## src/rtl/lab3_pkg.sv

```systemverilog
`default_nettype none
// ============================================================================
// Module   : lab3_pkg
// Brief    : Shared keypad geometry, scan-state encoding and helpers for the
//            lab 3 keypad scanner.
// Revision : 1.0 - initial release
// ============================================================================
package lab3_pkg;

    localparam int NUM_ROWS = 4;
    localparam int NUM_COLS = 4;

    localparam logic [NUM_ROWS-1:0] ROW_INIT = 4'b0001;

    typedef enum logic [1:0] {
        SCAN     = 2'd0,
        DEBOUNCE = 2'd1,
        HELD     = 2'd2
    } scan_state_e;

    function automatic logic is_onehot(input logic [NUM_COLS-1:0] v);
        return ($countones(v) == 1);
    endfunction

    function automatic logic [NUM_ROWS-1:0] next_row(input logic [NUM_ROWS-1:0] r);
        return {r[NUM_ROWS-2:0], r[NUM_ROWS-1]};
    endfunction

endpackage
`default_nettype wire

```

## src/rtl/lab3_sync.sv

```systemverilog
`default_nettype none
// ============================================================================
// Module   : lab3_sync
// Brief    : Parameterized-width two-flop synchronizer for asynchronous inputs.
// Revision : 1.0 - initial release
// ============================================================================
module lab3_sync #(
    parameter int WIDTH = 4
) (
    input  logic             clk,
    input  logic             reset,
    input  logic [WIDTH-1:0] d_i,
    output logic [WIDTH-1:0] q_o
);

    logic [WIDTH-1:0] r_meta_q;
    logic [WIDTH-1:0] r_sync_q;

    always_ff @(posedge clk) begin
        if (reset) begin
            r_meta_q <= '0;
            r_sync_q <= '0;
        end else begin
            r_meta_q <= d_i;
            r_sync_q <= r_meta_q;
        end
    end

    assign q_o = r_sync_q;

endmodule
`default_nettype wire

```

## src/rtl/lab3_keyscan.sv

```systemverilog
`default_nettype none
// ============================================================================
// Module   : lab3_keyscan
// Brief    : 4x4 keypad row scanner with single-key debounce, held key code
//            and one-cycle press pulse. Optional macro KEYSCAN_AUTOREPEAT_EN
//            adds a key_new repeat every REPEAT_DIV ticks while held.
// Revision : 1.0 - initial release
// ============================================================================
module lab3_keyscan
    import lab3_pkg::*;
#(
    parameter int SCAN_DIV     = 4096,
    parameter int DEBOUNCE_CNT = 8,
    parameter int REPEAT_DIV   = 64
) (
    input  logic                clk,
    input  logic                reset,
    input  logic [NUM_COLS-1:0] cols,
    output logic [NUM_ROWS-1:0] rows,
    output logic [NUM_COLS-1:0] key_cols,
    output logic [NUM_ROWS-1:0] key_rows,
    output logic                key_valid,
    output logic                key_new
);

    localparam int c_DIV_W = $clog2(SCAN_DIV);
    localparam int c_CNT_W = $clog2(DEBOUNCE_CNT + 1);

    localparam logic [c_DIV_W-1:0] c_DIV_LAST = c_DIV_W'(SCAN_DIV - 1);
    localparam logic [c_DIV_W-1:0] c_DIV_ONE  = c_DIV_W'(1);
    localparam logic [c_CNT_W-1:0] c_CNT_MAX  = c_CNT_W'(DEBOUNCE_CNT);
    localparam logic [c_CNT_W-1:0] c_CNT_ONE  = c_CNT_W'(1);

    localparam logic [1:0] c_ST_SCAN     = SCAN;
    localparam logic [1:0] c_ST_DEBOUNCE = DEBOUNCE;
    localparam logic [1:0] c_ST_HELD     = HELD;

    logic [NUM_COLS-1:0] w_scols;

    logic [1:0]          r_state_q,     w_state_d;
    logic [NUM_ROWS-1:0] r_rows_q,      w_rows_d;
    logic [c_DIV_W-1:0]  r_div_q,       w_div_d;
    logic [c_CNT_W-1:0]  r_cnt_q,       w_cnt_d;
    logic [NUM_COLS-1:0] r_cap_cols_q,  w_cap_cols_d;
    logic [NUM_ROWS-1:0] r_cap_rows_q,  w_cap_rows_d;
    logic [NUM_COLS-1:0] r_key_cols_q,  w_key_cols_d;
    logic [NUM_ROWS-1:0] r_key_rows_q,  w_key_rows_d;
    logic                r_key_valid_q, w_key_valid_d;
    logic                r_key_new_q,   w_key_new_d;

    logic                w_tick;
    logic                w_held_bit;
    logic                w_repeat;
    logic [c_CNT_W-1:0]  w_cnt_inc;

    lab3_sync #(
        .WIDTH (NUM_COLS)
    ) u_col_sync (
        .clk   (clk),
        .reset (reset),
        .d_i   (cols),
        .q_o   (w_scols)
    );

    assign w_tick     = (r_div_q == c_DIV_LAST);
    assign w_div_d    = w_tick ? '0 : r_div_q + c_DIV_ONE;
    assign w_held_bit = |(w_scols & r_cap_cols_q);
    // Saturating so a held count can never wrap back below the threshold
    assign w_cnt_inc  = (r_cnt_q == c_CNT_MAX) ? r_cnt_q : r_cnt_q + c_CNT_ONE;

`ifdef KEYSCAN_AUTOREPEAT_EN
    localparam int c_REP_W = $clog2(REPEAT_DIV + 1);
    localparam logic [c_REP_W-1:0] c_REP_LAST = c_REP_W'(REPEAT_DIV - 1);
    localparam logic [c_REP_W-1:0] c_REP_ONE  = c_REP_W'(1);

    logic [c_REP_W-1:0] r_rep_q, w_rep_d;

    always_comb begin
        w_rep_d  = r_rep_q;
        w_repeat = 1'b0;
        if ((r_state_q != c_ST_HELD) || !w_held_bit) begin
            w_rep_d = '0;
        end else if (w_tick) begin
            if (r_rep_q == c_REP_LAST) begin
                w_rep_d  = '0;
                w_repeat = 1'b1;
            end else begin
                w_rep_d = r_rep_q + c_REP_ONE;
            end
        end
    end

    always_ff @(posedge clk) begin
        if (reset) begin
            r_rep_q <= '0;
        end else begin
            r_rep_q <= w_rep_d;
        end
    end
`else
    // Repeat rate is meaningless without autorepeat; both arms tie it off
    if (REPEAT_DIV > 0) begin : g_no_repeat
        assign w_repeat = 1'b0;
    end else begin : g_no_repeat_zero
        assign w_repeat = 1'b0;
    end
`endif

    always_comb begin
        w_state_d     = r_state_q;
        w_rows_d      = r_rows_q;
        w_cnt_d       = r_cnt_q;
        w_cap_cols_d  = r_cap_cols_q;
        w_cap_rows_d  = r_cap_rows_q;
        w_key_cols_d  = r_key_cols_q;
        w_key_rows_d  = r_key_rows_q;
        w_key_valid_d = r_key_valid_q;
        w_key_new_d   = w_repeat;
        if (w_tick) begin
            case (r_state_q)
                c_ST_SCAN: begin
                    if (is_onehot(w_scols)) begin
                        w_cap_cols_d = w_scols;
                        w_cap_rows_d = r_rows_q;
                        w_cnt_d      = c_CNT_ONE;
                        w_state_d    = c_ST_DEBOUNCE;
                    end else begin
                        w_rows_d = next_row(r_rows_q);
                    end
                end
                c_ST_DEBOUNCE: begin
                    if (w_scols == r_cap_cols_q) begin
                        w_cnt_d = w_cnt_inc;
                        if (w_cnt_inc == c_CNT_MAX) begin
                            w_cnt_d       = '0;
                            w_state_d     = c_ST_HELD;
                            w_key_valid_d = 1'b1;
                            w_key_cols_d  = r_cap_cols_q;
                            w_key_rows_d  = r_cap_rows_q;
                            w_key_new_d   = 1'b1;
                        end
                    end else begin
                        w_cnt_d   = '0;
                        w_state_d = c_ST_SCAN;
                        w_rows_d  = next_row(r_rows_q);
                    end
                end
                c_ST_HELD: begin
                    // Other keys in the captured row are ignored; only the captured bit counts
                    if (!w_held_bit) begin
                        w_cnt_d = w_cnt_inc;
                        if (w_cnt_inc == c_CNT_MAX) begin
                            w_cnt_d       = '0;
                            w_state_d     = c_ST_SCAN;
                            w_rows_d      = next_row(r_rows_q);
                            w_key_valid_d = 1'b0;
                            w_key_cols_d  = '0;
                            w_key_rows_d  = '0;
                        end
                    end else begin
                        w_cnt_d = '0;
                    end
                end
                default: begin
                    w_state_d = c_ST_SCAN;
                    w_rows_d  = ROW_INIT;
                    w_cnt_d   = '0;
                end
            endcase
        end
    end

    always_ff @(posedge clk) begin
        if (reset) begin
            r_state_q     <= c_ST_SCAN;
            r_rows_q      <= ROW_INIT;
            r_div_q       <= '0;
            r_cnt_q       <= '0;
            r_cap_cols_q  <= '0;
            r_cap_rows_q  <= '0;
            r_key_cols_q  <= '0;
            r_key_rows_q  <= '0;
            r_key_valid_q <= 1'b0;
            r_key_new_q   <= 1'b0;
        end else begin
            r_state_q     <= w_state_d;
            r_rows_q      <= w_rows_d;
            r_div_q       <= w_div_d;
            r_cnt_q       <= w_cnt_d;
            r_cap_cols_q  <= w_cap_cols_d;
            r_cap_rows_q  <= w_cap_rows_d;
            r_key_cols_q  <= w_key_cols_d;
            r_key_rows_q  <= w_key_rows_d;
            r_key_valid_q <= w_key_valid_d;
            r_key_new_q   <= w_key_new_d;
        end
    end

    assign rows      = r_rows_q;
    assign key_cols  = r_key_cols_q;
    assign key_rows  = r_key_rows_q;
    assign key_valid = r_key_valid_q;
    assign key_new   = r_key_new_q;

endmodule
`default_nettype wire

```

## config.mk

```make
export PLATFORM = sky130hd
export DESIGN_NAME = lab3_keyscan
export DESIGN_NICKNAME = d
export VERILOG_FILES = /design/src/rtl/lab3_pkg.sv /design/src/rtl/lab3_sync.sv /design/src/rtl/lab3_keyscan.sv
export SDC_FILE = /design/constraint.sdc
export NUM_CORES = 1
export LEC_CHECK = 0
export CAP_MARGIN = 20
export CORE_UTILIZATION = 29
export CTS_BUF_LIST = sky130_fd_sc_hd__clkbuf_16
export DETAILED_ROUTE_END_ITERATION = 10
export PLACE_DENSITY = 0.56
export SYNTH_ARGS = -nofsm -noshare
export SYNTH_HDL_FRONTEND = slang
export SYNTH_SLANG_ARGS = --single-unit
```

## constraint.sdc

```tcl
create_clock -name clk -period 2.75 [get_ports clk]
set_clock_uncertainty 0.2 [all_clocks]
set_input_delay 0.275 -clock clk [delete_from_list [all_inputs] [get_ports clk]]
set_output_delay 0.275 -clock clk [all_outputs]
set_load 0.005 [all_outputs]
```

==> results.md, run 1 <==
* Status: finished clean
* Mapped Avg Cell Area at around 9.1 um^2
* H-tree depth at 2
* Clock slew at reported path FFs at roughly 60 ps
* Vias in the first global route at 1506
* Maximum clock rate at 0.385 GHz
* Die height at 88.4 um
* First-pass GRT wire length at 7.11 mm
* Port buffer count at 19
* Mapped Nets at 254
* Pint at 1.16 mW
* Placer Congestion at 0.777
* Part of the power in registers at 49.4%
* Placed cell areas at 2490 um^2
* P per Cell Area at roughly 540 nW/um^2
* CTS tree: built
* Largest net degree at the start of global routing at 31
* Compound-Gate Fraction of Synth Area at ~8.1%
* Die X at 88.4 um
* CP Class: reg -> reg
* Final core occ at 36.8%
* Clock sink count at 48
* Number of library cell types mapped by synthesis at 42
* Fin area at about 2700 um^2
* Commonest register cell after synthesis: dfxtp_1
* Die footprint at 7820 um^2
* Largest family of logic cells by synthesized area: simple AND/OR/NAND/NOR gates
* Mapped Area at 2170 um^2
* Gr usage total at 11.8%
* Highest ir drop seen on vdd at between 0.2 and 0.3 mV
* Clk pwr share at between 40 and 50%
* Yosys warnings at 0
* Critical Path Stages at 10
* Max-cap viol count at 0
* Root Buffer: clkbuf_16
* Comb power frac at 4.7%
* Vias per inst at 4.51
* Worst min-delay path category: reg -> reg
* Dpl hpwl at 3.01 mm
* Nets at 278
* Initial Utilization at 29.9%
* Area of the multi-input gates at roughly 1100 um^2
* CP endpoint kind: flip-flop
* Crit-path cells: inv_1 > fa_1 > inv_1 > ha_1 > ha_1 > nor3b_2 > and3_4 > buf_4 > mux2i_1 > nor2_1
* Vias at 1631
* Fill cells at 748
* Leakage at 1.03 nW
* Worst endpoint data arrival time at 2560 ps
* Sw power at 0.287 mW
* Final Slew Violations at 0
* FFs w/ async S/R, synth at 0%
* Diode count at 0
* Period Utilization, post-route at a little over nine tenths
* R2R cell count at 10
* Cts bufs inserted at 5
* Post-route ant nets at 0
* Final worst path period need at 2600 ps
* Clk_lat worst skew at between 200 and 300 ps
* Synth Area in XOR/XNOR at 5.25%
* Mapped Cells at between 200 and 250
* Post-synthesis sequential area ratio at ~44%
* Initial antenna violation count at 0
* Setup violations, final at 0
* CP delay by family, top: adder cells
* Slew headroom at 64.4%
* WP data required at ~2700 ps
* Mux cell area share after synthesis at under 10%
* Number of synthesized register bits at 48
* Startpoint Class: flip-flop
* Iter 0 DRT Violations at 89
* Share of cells above drive strength 1 at 10.3%
* Area delta synth->final at 23.3%
* CP max FO at 4
* Post-detailed-route DRC marker count at 0
* CP max stage cell: fa_1
* Number of flops mapped to enable cells by yosys at 0
* Total Wirelength at 4.18 mm
* FF/Latch Area at 963 um^2
* R2R setup slack at ~150 ps
* WL/cell at 11.6 um
* Crit path buffers/inverters at 3
* Post-synthesis simple-gate area fraction at 24.7%
* First-pass DRT Iterations at 4
* Final Hold Fails at 0
* Adder-Cell Fraction of Synth Area at 6.12%
* Congestion Overflow GR at 0
* FP Rows at 31
* Max Root-Sink Buffers at 2
* Hold Path Cell Cnt at 1
* Worst Max-Slew Pin Slew at around 530 ps
* Worst path max stage delay at 530 ps
* Top-Level Pins at 20
* Core area at 7250 um^2
* Switching share of power at 19.8%
-- kinds of logic after synthesis --
family	Yosys count
simple gates	102
flops	48
compound gates	28
buf+inv	22
mux	15
xor+xnor	13
fa+ha+maj	10
-- through the flow --
stage / power, mW / setup WS (ps) / hold WS [ps] / cells / TNS, ps
after floorplan: 0.774 / 117 / 161 / 238 / 0
after global placement: 0.797 / 93.0 / 227 / 354 / 0
after detailed placement: 0.797 / 51.7 / 228 / 354 / 0
after CTS: 1.46 / 44.4 / 243 / 362 / 0
after global routing: 1.50 / -14.4 / 254 / 362 / -18.2
final: 1.45 / 154 / 238 / 362 / 0
-- flip-flops by register name (all words and copies together) (netlist names) --
signal,flops
r_div_q,12
key_cols,4
key_rows,4
r_cap_cols_q,4
r_cap_rows_q,4
r_cnt_q,4
rows,4
u_col_sync.q_o,4
u_col_sync.r_meta_q,4
r_state_q,2
key_new,1
key_valid,1
-- synthesized netlist by cell type (2+ instances only) --
library cell	number	area, um^2
dfxtp_1	48	961
nor2_1	33	124
nand2_1	18	67.6
mux2i_1	14	140
inv_1	12	45.0
nor2b_1	12	75.1
ha_1	9	113
nand3_1	9	45.0
xor2_1	9	78.8
nand3b_1	8	60.1
o21ai_1	8	40.0
a21oi_1	6	30.0
clkbuf_1	6	22.5
nand2b_1	6	37.5
o21ai_0	4	20.0
xnor2_1	4	35.0
buf_2	3	15.0
nand4_1	3	18.8
a32oi_1	2	17.5
nor3_1	2	10.0
-- worst paths after layout --
path / startpoint / to
min reg2reg: u_col_sync.r_meta_q[0] / u_col_sync.q_o[0]
max: u_col_sync.q_o[0] / r_cap_cols_q[0]
max reg2reg: u_col_sync.q_o[0] / r_cap_cols_q[0]
min: u_col_sync.r_meta_q[0] / u_col_sync.q_o[0]
-- placed cells by master, fill, tap and decap left out, drive strengths merged, types with 2 or more instances in the layout --
| master | synthesis | routed |
|---|---|---|
| mux2i | 14 | 14 |
| nand3 | 9 | 9 |
| a32oi | 2 | 2 |
| nand4 | 4 | 4 |
| clkdlybuf4s50 | 0 | 19 |
| nand2b | 6 | 6 |
| clkbuf | 6 | 5 |
| ha | 9 | 9 |
| nor4 | 2 | 2 |
| nand2 | 18 | 18 |
| xor2 | 9 | 9 |
| inv | 12 | 13 |
| buf | 4 | 8 |
| nor2 | 34 | 34 |
| o21ai | 12 | 12 |
| nor3 | 2 | 2 |
| xnor2 | 4 | 4 |
| dfxtp | 48 | 48 |
| nand3b | 8 | 8 |
| nor2b | 12 | 12 |
| a21oi | 6 | 6 |
-- metal layers --
layer  up-vias  track usage, %  routed length, um
met5         -               0                  0
met4         0            4.84                 70
met3         4            2.52                154
met2        25            17.4               1860
met1       752            16.6               2100
li1        850               -                  -
-- repair_timing --
action                                  CTS  global route
hold buffers                              0             0
buffers inserted                          0             0
endpoints found under the setup margin    0            17
resized for setup                         0             5
-- worst register-to-register path, cell delays in order, from the launching register on --
cell and delay, ps:
dfxtp_2 340, inv_1 60, fa_1 530, inv_1 40
ha_1 170, ha_1 290, nor3b_2 240, and3_4 230
buf_4 150, mux2i_1 180, nor2_1 60
-- power groups by stage --
stage | clock, mW | combinational (mW) | sequential [mW]
after floorplan | 0 | 0.0461 | 0.728
after global placement | 0 | 0.0669 | 0.730
after detailed placement | 0 | 0.0671 | 0.730
after CTS | 0.680 | 0.0671 | 0.715
after global routing | 0.711 | 0.0771 | 0.716
final | 0.665 | 0.0682 | 0.715
-- area by class of cell --
cell class,instances,area share (%)
Clock buffer,5,4.68
Clock inverter,3,1.45
Inverter,12,1.69
Multi-Input combinational cell,168,42.0
Sequential cell,48,36.0
Tap cell,99,4.63
Timing Repair Buffer,27,9.50
No activity file was read; power rests on OpenSTA's default activity.
==> run 2, diff against run 1 <==
SLEW_MARGIN = 20   (was default)
SYNTH_HIERARCHICAL = 1   (was default)
==> run 2 against run 1 <==
Area after synthesis grew 1.3%. First-iteration DRC count decreased by 21%. Utilization rose by 1.9 points. Sequential power fell by 0.7%. Via count rose by 0.74%. Largest cell class unchanged. Sequential share of layout area down 1.9 points. Non-clock buffer count grew 4. Register-to-register slack lost 100 ps. Critical endpoint is now r_state_q[1]. Synthesized cell count down 1.7%.
==> results.md, run 2 <==
* Total Wirelength at about 4.2 mm
* Number of synthesized register bits at 48
* Maximum clock rate at around 0.37 GHz
* Congestion Overflow GR at 0
* Top-Level Pins at 20
* FP Rows at 31
* Worst hold slack at 235 ps
* Vias per inst at 4.51
* Yosys top cell area share at between 40% and 50%
* Clock slew at reported path FFs at ~60 ps
* Initial Utilization at 30.1%
* Highest ir drop seen on vdd at 0.292 mV
* Clk_lat worst skew at approximately 280 ps
* Worst endpoint data arrival time at 2680 ps
* FFs w/ async S/R, synth at 0%
* Mapped Nets at between 200 and 300
* Nets at 280
* Post-route ant nets at 0
* Worst Max-Slew Pin Slew at between 600 and 700 ps
* Max-cap viol count at 0
* Mapped Cells at 234
* Hold path endpoint: u_col_sync/q_o[0]
* Initial antenna violation count at 0
* Mapped Area at 2200 um^2
* Leading area contributor after synthesis: dfxtp_1
* First-pass DRT Iterations at 4
* Hold Path Cell Cnt at 1
* Root Buffer: clkbuf_16
* Gr usage total at 11.5%
* Largest net degree at the start of global routing at 22
* Ranking of synthesized cells by area: dfxtp_1 (44%), mux2i_1 (9.1%), ha_1 (5.1%), nor2_1 (4.8%), nand2b_1 (3.7%)
* Port buffer count at 19
* Setup TNS at 0 ps
* Post-synth top cells: dfxtp_1 (48), nor2_1 (28), mux2i_1 (20), nand2_1 (19)
* Clock sink count at 48
* Cts bufs inserted at 5
* Diode count at 0
* R2R setup slack at ~50 ps
* Vias in the first global route at 1583
* RR Endpoint: r_state_q[1]
* Die X at 89.0 um
* Status: finished clean
* Final Hold Fails at 0
* Number of flops mapped to enable cells by yosys at 0
* Count leader, synth: dfxtp_1
* Reg2reg start: u_col_sync/q_o[0]
* Final Slew Violations at 0
* Critical hold path startpoint: u_col_sync/r_meta_q[0]
* Setup violations, final at 0
* R2R cell count at 10
* First-pass GRT wire length at 7.04 mm
* CP endpoint kind: flip-flop
* Reg with most FFs: r_div_q
* Worst min-delay path category: reg -> reg
* H-tree depth at 2
* WP data required at roughly 2700 ps
* Final core occ at roughly two fifths
* Total power draw at between 1 and 1.5 mW
* Iter 0 DRT Violations at 70
* Share of cells above drive strength 1 at 15.8%
* Fill cells at 758
* Period Utilization, post-route at a little over nine tenths
* Mapped Avg Cell Area at 9.38 um^2
* Core area at 7290 um^2
* Placer Congestion at 0.801
* Final worst path period need at 2700 ps
* Placed insts at 354
* Commonest register cell after synthesis: dfxtp_1
* Slew headroom at 54.5%
* CTS tree: built
* Startpoint Class: flip-flop
* Post-synthesis sequential area ratio at 43.8%
* P per Cell Area at between 500 and 600 nW/um^2
* Most common cell after layout, fill and taps aside: dfxtp_1
* CP Class: reg -> reg
* WL/cell at roughly 12 um
* Number of flip-flops under the largest register name at 12
* Leakage at around 1.1 nW
* Number of library cell types mapped by synthesis at 45
* Post-detailed-route DRC marker count at 0
* Area delta synth->final at 28.6%
* Die footprint at between 7000 and 8000 um^2
* Most frequent cells in the layout: dfxtp_1 (46), nor2_1 (28), mux2i_1 (20), nand2_1 (19), clkdlybuf4s50_1 (19)
* CP max FO at 4
* Finished Layout Cells at 364
* Dpl hpwl at 2.95 mm
* Max Root-Sink Buffers at 2
* Die height at ~89 um
* Vias at 1643
* Yosys warnings at 6
-- run 2: changes by cell type after synthesis, moves of 3 or more --
cell and change:
o21ai_1 -8, o21ai_0 -3, mux2i_1 +6, nand2b_1 +7
nor2_1 -5, nand3_1 -6, nand3b_1 -6, a21oi_1 +4
-- run 2: per-stage QoR --
stage | worst slack [ps] | area, um^2
after floorplan | 7.32 | 2200
after global placement | 16.6 | 2560
after detailed placement | -61.2 | 2560
after CTS | 0.297 | 2760
after global routing | -17.8 | 2820
final | 49.4 | 2820
-- run 2: layout make-up --
| cell class | count | area, um^2 | share of cell area [%] |
|---|---|---|---|
| multi-input cells | 168 | 1240 | 44.0 |
| inverters | 10 | 37.5 | 1.33 |
| repair buffers | 31 | 288 | 10.2 |
| flip-flops and latches | 48 | 963 | 34.1 |
| clock buffers | 5 | 125 | 4.43 |
| well taps | 99 | 124 | 4.39 |
| clock inverters | 3 | 42.5 | 1.51 |
-- run 2: worst max path at each step --
| stage | start | endpoint | slack [ps] | cells after the start |
|---|---|---|---|---|
| final | u_col_sync/q_o[0] | r_state_q[1] | 50 | 10 |
| after detailed placement | u_col_sync/q_o[0] | r_cnt_q[2] | -60 | 11 |
| after floorplan | u_col_sync/q_o[0] | r_state_q[1] | 7 | 11 |
| after global routing | u_col_sync/q_o[0] | r_state_q[1] | -20 | 10 |
| after CTS | u_col_sync/q_o[3] | r_state_q[1] | 0.3 | 10 |
| after global placement | u_col_sync/q_o[0] | r_state_q[1] | 20 | 10 |
-- run 2: kinds of logic after synthesis --
logic type	Yosys count	synth area share, %
and+or+nand+nor	104	26.4
DFF	48	43.8
AOI/OAI and AO/OA	21	6.10
muxes	21	9.63
buffers and inverters	18	3.25
xor gates and xnor gates	12	4.79
adders and majority gates	10	6.04
-- run 2: what timing repair did --
item,in CTS,in global routing
gates resized for setup,7,13
pin swaps,6,8
hold buffers,0,0
setup buffers,1,1
endpoints found under the setup margin,11,17
hold endpoints to repair,0,0
-- run 2: routing by layer --
layer | share of wire (%) | routed length, um | vias up | track usage (%)
li1 | - | - | 847 | -
met1 | 49 | 2080 | 773 | 14.0
met2 | 46 | 1940 | 17 | 19.7
met3 | 2.7 | 112 | 6 | 3.05
met4 | 1.7 | 71 | 0 | 4.33
met5 | 0 | 0 | - | 0
-- run 2: report_power, final --
part	internal [mW]	leakage, nW	total (mW)	switching, mW
Sequential	0.704	0.390	0.710	0.00533
Clock	0.427	0.0798	0.681	0.254
Combinational	0.0358	0.658	0.0676	0.0318
-- run 2: worst max-delay path: stages (launching register included) --
cell      delay, ps
dfxtp_2         330
inv_2            40
fa_1            550
inv_2            50
ha_4            150
ha_4            210
nor3b_4         240
nor3_2           70
or2_4           270
o21bai_4        180
mux2_4          310
